<file path="src/rtl/calc_pkg.sv">
// Shared opcode constants and control-state encoding for the register ALU engine.
package calc_pkg;

   localparam logic [2:0] OP_INIT  = 3'b000;
   localparam logic [2:0] OP_LOAD  = 3'b001;
   localparam logic [2:0] OP_FETCH = 3'b010;
   localparam logic [2:0] OP_STORE = 3'b011;
   localparam logic [2:0] OP_ADD   = 3'b100;
   localparam logic [2:0] OP_SUB   = 3'b101;
   localparam logic [2:0] OP_MUL   = 3'b110;
   localparam logic [2:0] OP_POW   = 3'b111;

   typedef enum logic {
      ST_IDLE = 1'b0,
      ST_MUL  = 1'b1
   } state_t;

endpackage

</file>
<file path="src/rtl/register_alu_engine_if.sv">
// Command/status bundle of the register ALU engine; master issues commands, slave executes.
interface register_alu_engine_if #(
   parameter int WIDTH = 5,
   parameter int NREGS = 4
) ();
   localparam int KW = $clog2(NREGS);

   logic                   perform;
   logic [2:0]             op;
   logic [KW-1:0]          k;
   logic [NREGS*WIDTH-1:0] r;
   logic                   busy;
   logic                   done;
   logic                   overflow;

   modport master (
      output perform, op, k,
      input  r, busy, done, overflow
   );

   modport slave (
      input  perform, op, k,
      output r, busy, done, overflow
   );
endinterface

</file>
<file path="src/rtl/seq_multiplier.sv">
// Shift-add multiplier: one partial product per edge, WIDTH edges after start; done flags the final edge.
// No backpressure: start is only honoured by the caller when idle; product is combinational on the done edge.
module seq_multiplier #(
   parameter int WIDTH = 5
) (
   input  logic               clk,
   input  logic               rst,
   input  logic               start,
   input  logic [WIDTH-1:0]   a,
   input  logic [WIDTH-1:0]   b,
   output logic [2*WIDTH-1:0] product,
   output logic               done
);
   localparam int CW = $clog2(WIDTH + 1);

   logic [2*WIDTH-1:0] mcand_q;
   logic [WIDTH-1:0]   mplier_q;
   logic [2*WIDTH-1:0] acc_q;
   logic [2*WIDTH-1:0] acc_next;
   logic [CW-1:0]      cnt_q;
   logic               run_q;

   // product already includes the partial product added on the final edge
   assign acc_next = acc_q + (mplier_q[0] ? mcand_q : '0);
   assign product  = acc_next;
   assign done     = run_q && (cnt_q == CW'(WIDTH - 1));

   always_ff @(posedge clk) begin
      if (rst) begin
         mcand_q  <= '0;
         mplier_q <= '0;
         acc_q    <= '0;
         cnt_q    <= '0;
         run_q    <= 1'b0;
      end else if (start) begin
         mcand_q  <= {{WIDTH{1'b0}}, a};
         mplier_q <= b;
         acc_q    <= '0;
         cnt_q    <= '0;
         run_q    <= 1'b1;
      end else if (run_q) begin
         acc_q    <= acc_next;
         mcand_q  <= mcand_q << 1;
         mplier_q <= mplier_q >> 1;
         cnt_q    <= cnt_q + CW'(1);
         if (done) begin
            run_q <= 1'b0;
         end
      end
   end
endmodule

</file>
<file path="src/rtl/register_alu_engine.sv">
// Register-file ALU: single-edge ops complete at accept; multiply completes WIDTH edges after accept.
// Backpressure via busy: commands offered while busy are dropped, not queued.
module register_alu_engine
   import calc_pkg::*;
#(
   parameter int WIDTH = 5,
   parameter int NREGS = 4
) (
   input  logic                  core_clk,
   input  logic                  rst,
   register_alu_engine_if.slave  bus
);
   localparam int KW = $clog2(NREGS);

   state_t             state_q, state_d;
   logic [WIDTH-1:0]   regs_q [NREGS];
   logic [WIDTH-1:0]   regs_d [NREGS];
   logic               ovf_q, ovf_d;
   logic               done_q, done_d;
   logic               mul_start;
   logic               mul_last;
   logic [2*WIDTH-1:0] mul_product;
   logic [WIDTH-1:0]   r0;
   logic [WIDTH-1:0]   rk;
   logic [WIDTH:0]     add_res;
   logic [WIDTH:0]     sub_res;
   logic [WIDTH-1:0]   pow_res;
   logic               pow_big;

   assign r0      = regs_q[0];
   assign rk      = regs_q[bus.k];
   assign add_res = {1'b0, r0} + {1'b0, rk};
   assign sub_res = {1'b0, r0} - {1'b0, rk};
   assign pow_big = ({1'b0, rk} >= (WIDTH + 1)'(WIDTH));

   always_comb begin
      pow_res = '0;
      for (int i = 0; i < WIDTH; i++) begin
         pow_res[i] = (rk == WIDTH'(i));
      end
   end

   seq_multiplier #(.WIDTH(WIDTH)) u_mul (
      .clk     (core_clk),
      .rst     (rst),
      .start   (mul_start),
      .a       (r0),
      .b       (rk),
      .product (mul_product),
      .done    (mul_last)
   );

   always_comb begin
      state_d   = state_q;
      regs_d    = regs_q;
      ovf_d     = ovf_q;
      done_d    = 1'b0;
      mul_start = 1'b0;
      case (state_q)
         ST_IDLE: begin
            if (bus.perform) begin
               done_d = 1'b1;
               ovf_d  = 1'b0;
               case (bus.op)
                  OP_INIT: begin
                     for (int i = 0; i < NREGS; i++) begin
                        regs_d[i] = WIDTH'(i);
                     end
                  end
                  OP_LOAD:  regs_d[0] = WIDTH'(bus.k);
                  OP_FETCH: regs_d[0] = rk;
                  OP_STORE: regs_d[bus.k] = r0;
                  OP_ADD: begin
                     regs_d[0] = add_res[WIDTH-1:0];
                     ovf_d     = add_res[WIDTH];
                  end
                  OP_SUB: begin
                     regs_d[0] = sub_res[WIDTH-1:0];
                     ovf_d     = sub_res[WIDTH];
                  end
                  OP_POW: begin
                     regs_d[0] = pow_big ? '0 : pow_res;
                     ovf_d     = pow_big;
                  end
                  default: begin
                     // multiply: status keeps its old value until the product lands
                     done_d    = 1'b0;
                     ovf_d     = ovf_q;
                     mul_start = 1'b1;
                     state_d   = ST_MUL;
                  end
               endcase
            end
         end
         ST_MUL: begin
            if (mul_last) begin
               regs_d[0] = mul_product[WIDTH-1:0];
               ovf_d     = |mul_product[2*WIDTH-1:WIDTH];
               done_d    = 1'b1;
               state_d   = ST_IDLE;
            end
         end
         default: state_d = ST_IDLE;
      endcase
   end

   always_ff @(posedge core_clk) begin
      if (rst) begin
         state_q <= ST_IDLE;
         ovf_q   <= 1'b0;
         done_q  <= 1'b0;
         for (int i = 0; i < NREGS; i++) begin
            regs_q[i] <= '0;
         end
      end else begin
         state_q <= state_d;
         ovf_q   <= ovf_d;
         done_q  <= done_d;
         for (int i = 0; i < NREGS; i++) begin
            regs_q[i] <= regs_d[i];
         end
      end
   end

   for (genvar g = 0; g < NREGS; g++) begin : g_flat
      assign bus.r[g*WIDTH +: WIDTH] = regs_q[g];
   end

   assign bus.busy     = (state_q == ST_MUL);
   assign bus.done     = done_q;
   assign bus.overflow = ovf_q;
endmodule

</file>
<file path="src/flat_wrapper.sv">
// flat-port wrapper written by rule: the top's interface ports become plain ports
module register_alu_engine_flat import calc_pkg::*;
#(
   parameter int WIDTH = 5,
   parameter int NREGS = 4
)
  (core_clk, rst, bus_perform, bus_op, bus_k, bus_r, bus_busy, bus_done, bus_overflow);
  register_alu_engine_if #(.WIDTH(WIDTH), .NREGS(NREGS)) bus_i ();
  input  logic core_clk;
  input  logic rst;
  input wire logic [$bits(bus_i.perform)-1:0] bus_perform;
  input wire logic [$bits(bus_i.op)-1:0] bus_op;
  input wire logic [$bits(bus_i.k)-1:0] bus_k;
  output wire logic [$bits(bus_i.r)-1:0] bus_r;
  output wire logic [$bits(bus_i.busy)-1:0] bus_busy;
  output wire logic [$bits(bus_i.done)-1:0] bus_done;
  output wire logic [$bits(bus_i.overflow)-1:0] bus_overflow;
  assign bus_i.perform = bus_perform;
  assign bus_i.op = bus_op;
  assign bus_i.k = bus_k;
  assign bus_r = bus_i.r;
  assign bus_busy = bus_i.busy;
  assign bus_done = bus_i.done;
  assign bus_overflow = bus_i.overflow;
  register_alu_engine #(.WIDTH(WIDTH), .NREGS(NREGS)) u_core (.core_clk(core_clk), .rst(rst), .bus(bus_i));
endmodule
</file>
<file path="config.mk">
export PLATFORM = sky130hd
export DESIGN_NAME = register_alu_engine_flat
export DESIGN_NICKNAME = d
export VERILOG_FILES = /design/src/rtl/calc_pkg.sv /design/src/rtl/register_alu_engine_if.sv /design/src/rtl/seq_multiplier.sv /design/src/rtl/register_alu_engine.sv /design/src/flat_wrapper.sv
export SDC_FILE = /design/constraint.sdc
export NUM_CORES = 1
export LEC_CHECK = 0
export BUFFER_PORTS_ARGS = -buffer_cell sky130_fd_sc_hd__buf_2
export CELL_PAD_IN_SITES_DETAIL_PLACEMENT = 2
export CELL_PAD_IN_SITES_GLOBAL_PLACEMENT = 2
export CORE_ASPECT_RATIO = 0.9
export CORE_MARGIN = 2
export CORE_UTILIZATION = 33
export CTS_CLUSTER_DIAMETER = 50
export CTS_CLUSTER_SIZE = 28
export DETAILED_ROUTE_END_ITERATION = 6
export GPL_TIMING_DRIVEN = 0
export PLACE_DENSITY_LB_ADDON = 0.25
export SKIP_LAST_GASP = 1
export SLEW_MARGIN = 20
export SYNTH_ARGS = -nofsm -noshare
export SYNTH_HDL_FRONTEND = slang
export SYNTH_SLANG_ARGS = --single-unit
</file>
<file path="constraint.sdc">
create_clock -name core_clk -period 3 [get_ports core_clk]
set_clock_uncertainty 0.2 [all_clocks]
set_input_delay 0.9 -clock core_clk [delete_from_list [all_inputs] [get_ports core_clk]]
set_output_delay 0.9 -clock core_clk [all_outputs]
set_load 0.05 [all_outputs]
</file>
==> results by group <==
Outcome
  • Outcome: finished, violations left
  • Failing checks: setup timing

Route
  • Detailed Routing Iterations Pass 1: 4
  • Routed Antenna Nets: 0
  • Overall routed net length: around 10000 µm
  • Number of vias per cell after detailed routing: between 5 and 6
  • Via count of the routed design: 2903
  • Count of routing violations after the opening detailed-route iteration: 53
  • DRC violation count after routing: 0
  • Average detailed-routed wire length per instance: between 15 and 20 µm

Clocking
  • Number of buffers added to fix hold violations after cts: 0
  • Number of clock sinks seen by CTS: 52
  • H-tree levels: 2
  • Max Buffers Root-to-Sink: 2
  • Clock tree from TritonCTS: yes
  • Number of buffers created by CTS: 5
  • CTS clock-pin slew for the worst setup and hold paths: 0.10 ns
  • Clock latency on the worst-skew pair: between 0.3 and 0.4 ns
  • CTS Root Buffer Type: sky130_fd_sc_hd__clkbuf_8

Logic synthesis
  • Distinct cell type count of the synthesized netlist: slightly below 50
  • Number of warnings issued by yosys: 0
  • Summed instance area of the synthesized netlist: roughly 3200 µm²
  • Post-Synthesis Net Count: around 400
  • Post-synthesis async set-or-reset flop share: 0%
  • Average cell area after synthesis: between 8 and 9 µm²
  • Gate count after technology mapping: about 370
  • Post-synthesis sequential element count: 52
  • Post-synthesis sequential area ratio: roughly a third
  • Count of flip-flops with a built-in enable after synthesis: 0
  • Ys flop type: sky130_fd_sc_hd__dfxtp_1

Worst setup path
  • Launch point of the worst reg-to-reg path: u_core.u_mul.mplier_q[0]
  • Worst Reg-to-Reg Cells: 11
  • Critical Path RT: slightly below 3 ns
  • Worst endpoint data arrival time: between 3 and 4 ns
  • Max FO, Critical Path: 5
  • Startpoint kind of the worst setup timing path: input port
  • Top Family by Delay on Critical Path: adder cells
  • Number of gates on the worst path with buffers counted: 9
  • Sort of element at the end of the critical path: flop
  • Max stage delay on crit path: between 0.5 and 0.6 ns
  • Cells along the critical path: buf_12, mux4_2, ha_4, fa_2, o22ai_2, a221oi_2, a211oi_2, a31oi_1, a221oi_1
  • CP endpoint: u_core.r0[1]
  • Worst setup path category: input port to flop
  • Critical-path cell with the highest stage delay: sky130_fd_sc_hd__mux4_2
  • Critical R2R Capture: u_core.bus.overflow
  • Setup slack on the worst flop-to-flop path: about 0.090 ns
  • Crit path buf inv count: 1
  • Worst setup path startpoint: bus_k[0]

Power and ir drop
  • Switching part of the total power: a little under a third
  • Part of the power in registers: around 52%
  • Maximum resistive drop on vdd: about 0.17 mV
  • Psw: ~0.43 mW
  • Total power per unit cell area: 364 nW/µm²
  • Combinational cell fraction of total power: a little under a fifth
  • Leakage power: approximately 1.6 nW
  • Clk network pwr share: approximately 29%
  • Cell Int Power: roughly 0.96 mW

Floorplanning
  • Area of the die: approximately 11000 µm²
  • Initial cell density of the core: around a third
  • Area inside the core boundary: about 9600 µm²
  • Num rows: 34
  • I/O Pins: 31
  • Die width: 109 µm
  • Vertical die dimension: roughly 100 µm

Global route
  • Global Route Usage Sum: approximately 20%
  • Gr ovfl total: 0
  • Initial antenna violation count: 0
  • Pin count of the biggest net entering global routing: 16
  • Number of global-route vias before repair: 3123
  • Wire length of the first global-routing pass: around 17000 µm

Timing
  • Worst Max-Slew Pin Slew: between 0.8 and 0.9 ns
  • Final count of hold timing violations: 0
  • Minimum clock period after layout: a little over 3 ns
  • Slack of the critical path: -0.0512 ns
  • Portion of the clock cycle consumed by the worst path in the final layout: 102%
  • Maximum operating frequency: 0.328 GHz
  • Max Transition Viols Final: 0
  • Relative slew slack: 43.6%
  • Count of final setup violators: 2
  • Unrepaired setup endpoints after global routing: true
  • Total negative slack for setup checks: -0.0810 ns

Layout
  • Most frequent standard cell in the layout excluding fill and tap cells: sky130_fd_sc_hd__dfxtp_1
  • Final instance count without filler cells: approximately 540
  • Commonest cells after routing, fill and taps aside: sky130_fd_sc_hd__dfxtp_1, sky130_fd_sc_hd__nor2_1, sky130_fd_sc_hd__mux2i_1, sky130_fd_sc_hd__a21oi_1, sky130_fd_sc_hd__buf_2
  • Number of diodes: 0
  • Layout Cell Area excl Fill: 3820 µm²
  • Layout overhead on the synthesized area: 17.6%
  • Area used by sequential logic in the layout: around 1000 µm²
  • Number of inserted filler cells in the final layout: 1113
  • Fraction of the core area covered by cells at the end of the flow: just under 40%
  • Total Nets Final: 450
  • Proportion of layout cells with a drive suffix above 1: a little under a fifth
  • Total area of multi-input combinational cells: approximately 2100 µm²

Worst hold path
  • Min-delay src: u_core.bus.r[8]
  • Worst hold path class: flop to flop

Place
  • Placer congestion estimate: 0.770
  • Cell total after placement: about 530
  • Instance area at placement: about 3600 µm²
  • Count of input and output buffers: 27
  • Half-perimeter wire length after placement: about 7500 µm

Job
  • Number of max-cap violations: 0
-- what timing repair did --
action,4_1_cts,5_1_grt
buffers inserted,7,5
pin swaps,10,13
setup endpoints to repair,5,23
resized for setup,13,12
-- cell usage after synthesis, types with 4 or more instances --
master / instances / area (µm²)
sky130_fd_sc_hd__a211oi_1: 14 / 105
sky130_fd_sc_hd__a21oi_1: 30 / 150
sky130_fd_sc_hd__a221oi_1: 5 / 43.8
sky130_fd_sc_hd__and2_1: 9 / 56.3
sky130_fd_sc_hd__clkbuf_1: 19 / 71.3
sky130_fd_sc_hd__dfxtp_1: 52 / 1040
sky130_fd_sc_hd__ha_1: 21 / 263
sky130_fd_sc_hd__inv_1: 20 / 75.1
sky130_fd_sc_hd__mux2i_1: 31 / 310
sky130_fd_sc_hd__mux4_2: 5 / 113
sky130_fd_sc_hd__nand2_1: 17 / 63.8
sky130_fd_sc_hd__nand2b_1: 7 / 43.8
sky130_fd_sc_hd__nand3_1: 5 / 25.0
sky130_fd_sc_hd__nand3b_1: 5 / 37.5
sky130_fd_sc_hd__nor2_1: 48 / 180
sky130_fd_sc_hd__nor2b_1: 10 / 62.6
sky130_fd_sc_hd__nor3_1: 4 / 20.0
sky130_fd_sc_hd__o211ai_1: 5 / 37.5
sky130_fd_sc_hd__o21ai_0: 12 / 60.1
sky130_fd_sc_hd__o21bai_1: 4 / 30.0
sky130_fd_sc_hd__xnor2_1: 9 / 78.8
sky130_fd_sc_hd__xor2_1: 6 / 52.6
-- cell type report --
type,count,share of cell area [%]
Multi-Input combinational cell,281,56.1
Clock inverter,2,0.327
Timing Repair Buffer,39,5.89
Sequential cell,52,27.3
Clock buffer,5,1.80
Tap cell,126,4.12
Buffer,19,2.42
Inverter,20,2.03
-- routing by layer --
metal	routed length, µm	global-route usage, %	vias to the layer above
li1	-	-	1404
met1	4610	25.1	1443
met2	5170	36.0	46
met3	309	2.94	10
met4	174	5.33	0
met5	0	0	-
-- worst reg2reg max path: stages, from the launching register on --
cell,delay (ns)
sky130_fd_sc_hd__dfxtp_2,0.44
sky130_fd_sc_hd__and2_1,0.17
sky130_fd_sc_hd__ha_1,0.19
sky130_fd_sc_hd__inv_1,0.07
sky130_fd_sc_hd__fa_1,0.40
sky130_fd_sc_hd__nor2b_1,0.18
sky130_fd_sc_hd__o21ai_0,0.13
sky130_fd_sc_hd__o21ai_0,0.18
sky130_fd_sc_hd__a21oi_1,0.11
sky130_fd_sc_hd__xnor2_1,0.18
sky130_fd_sc_hd__o41ai_2,0.41
sky130_fd_sc_hd__o211ai_1,0.14
-- registers in the layout, indices dropped and copies added (netlist names) --
name and cells:
u_core.bus.done 1, u_core.u_mul.cnt_q 3, u_core.bus.overflow 1, u_core.bus.busy 1, u_core.u_mul.acc_q 10, u_core.r0 5, u_core.bus.r 15, u_core.u_mul.mplier_q 5
u_core.u_mul.run_q 1, u_core.u_mul.mcand_q 10
-- power by group through the flow --
stage / sequential [mW] / clock (mW) / combinational, mW
4_1_cts: 0.727 / 0.417 / 0.249
2_1_floorplan: 0.764 / 0 / 0.143
5_1_grt: 0.730 / 0.450 / 0.290
6_report: 0.726 / 0.403 / 0.264
3_5_place_dp: 0.741 / 0 / 0.236
3_3_place_gp: 0.740 / 0 / 0.230
-- metrics by stage --
| stage | total power, mW | worst slack [ns] | hold WS (ns) |
|---|---|---|---|
| finish | 1.39 | -0.0512 | 0.307 |
| global route | 1.47 | -0.193 | 0.333 |
| CTS | 1.39 | -0.0922 | 0.299 |
| detailed placement | 0.977 | -0.580 | 0.277 |
| global placement | 0.970 | -0.520 | 0.270 |
| floorplan | 0.907 | -0.236 | 0.260 |
-- worst min path at each step --
| stage | endpoint | slack [ns] | cells past startpoint |
|---|---|---|---|
| after floorplan | u_core.u_mul.mcand_q[9] | 0.26 | 2 |
| final | u_core.bus.r[8] | 0.31 | 2 |
| after global placement | u_core.bus.r[8] | 0.27 | 2 |
| after CTS | u_core.bus.r[8] | 0.30 | 2 |
| after detailed placement | u_core.bus.r[8] | 0.28 | 2 |
| after global routing | u_core.bus.r[8] | 0.33 | 2 |
-- cells by family after synthesis --
group	share of synthesized area, %
AO/OA/AOI/OAI	17.9
XOR/XNOR	4.04
multiplexers	13.4
flip-flops	32.0
buffers and inverters	5.01
adder cells (fa/ha/maj)	9.93
AND/OR/NAND/NOR	17.7
(Power assumes the default switching activity.)
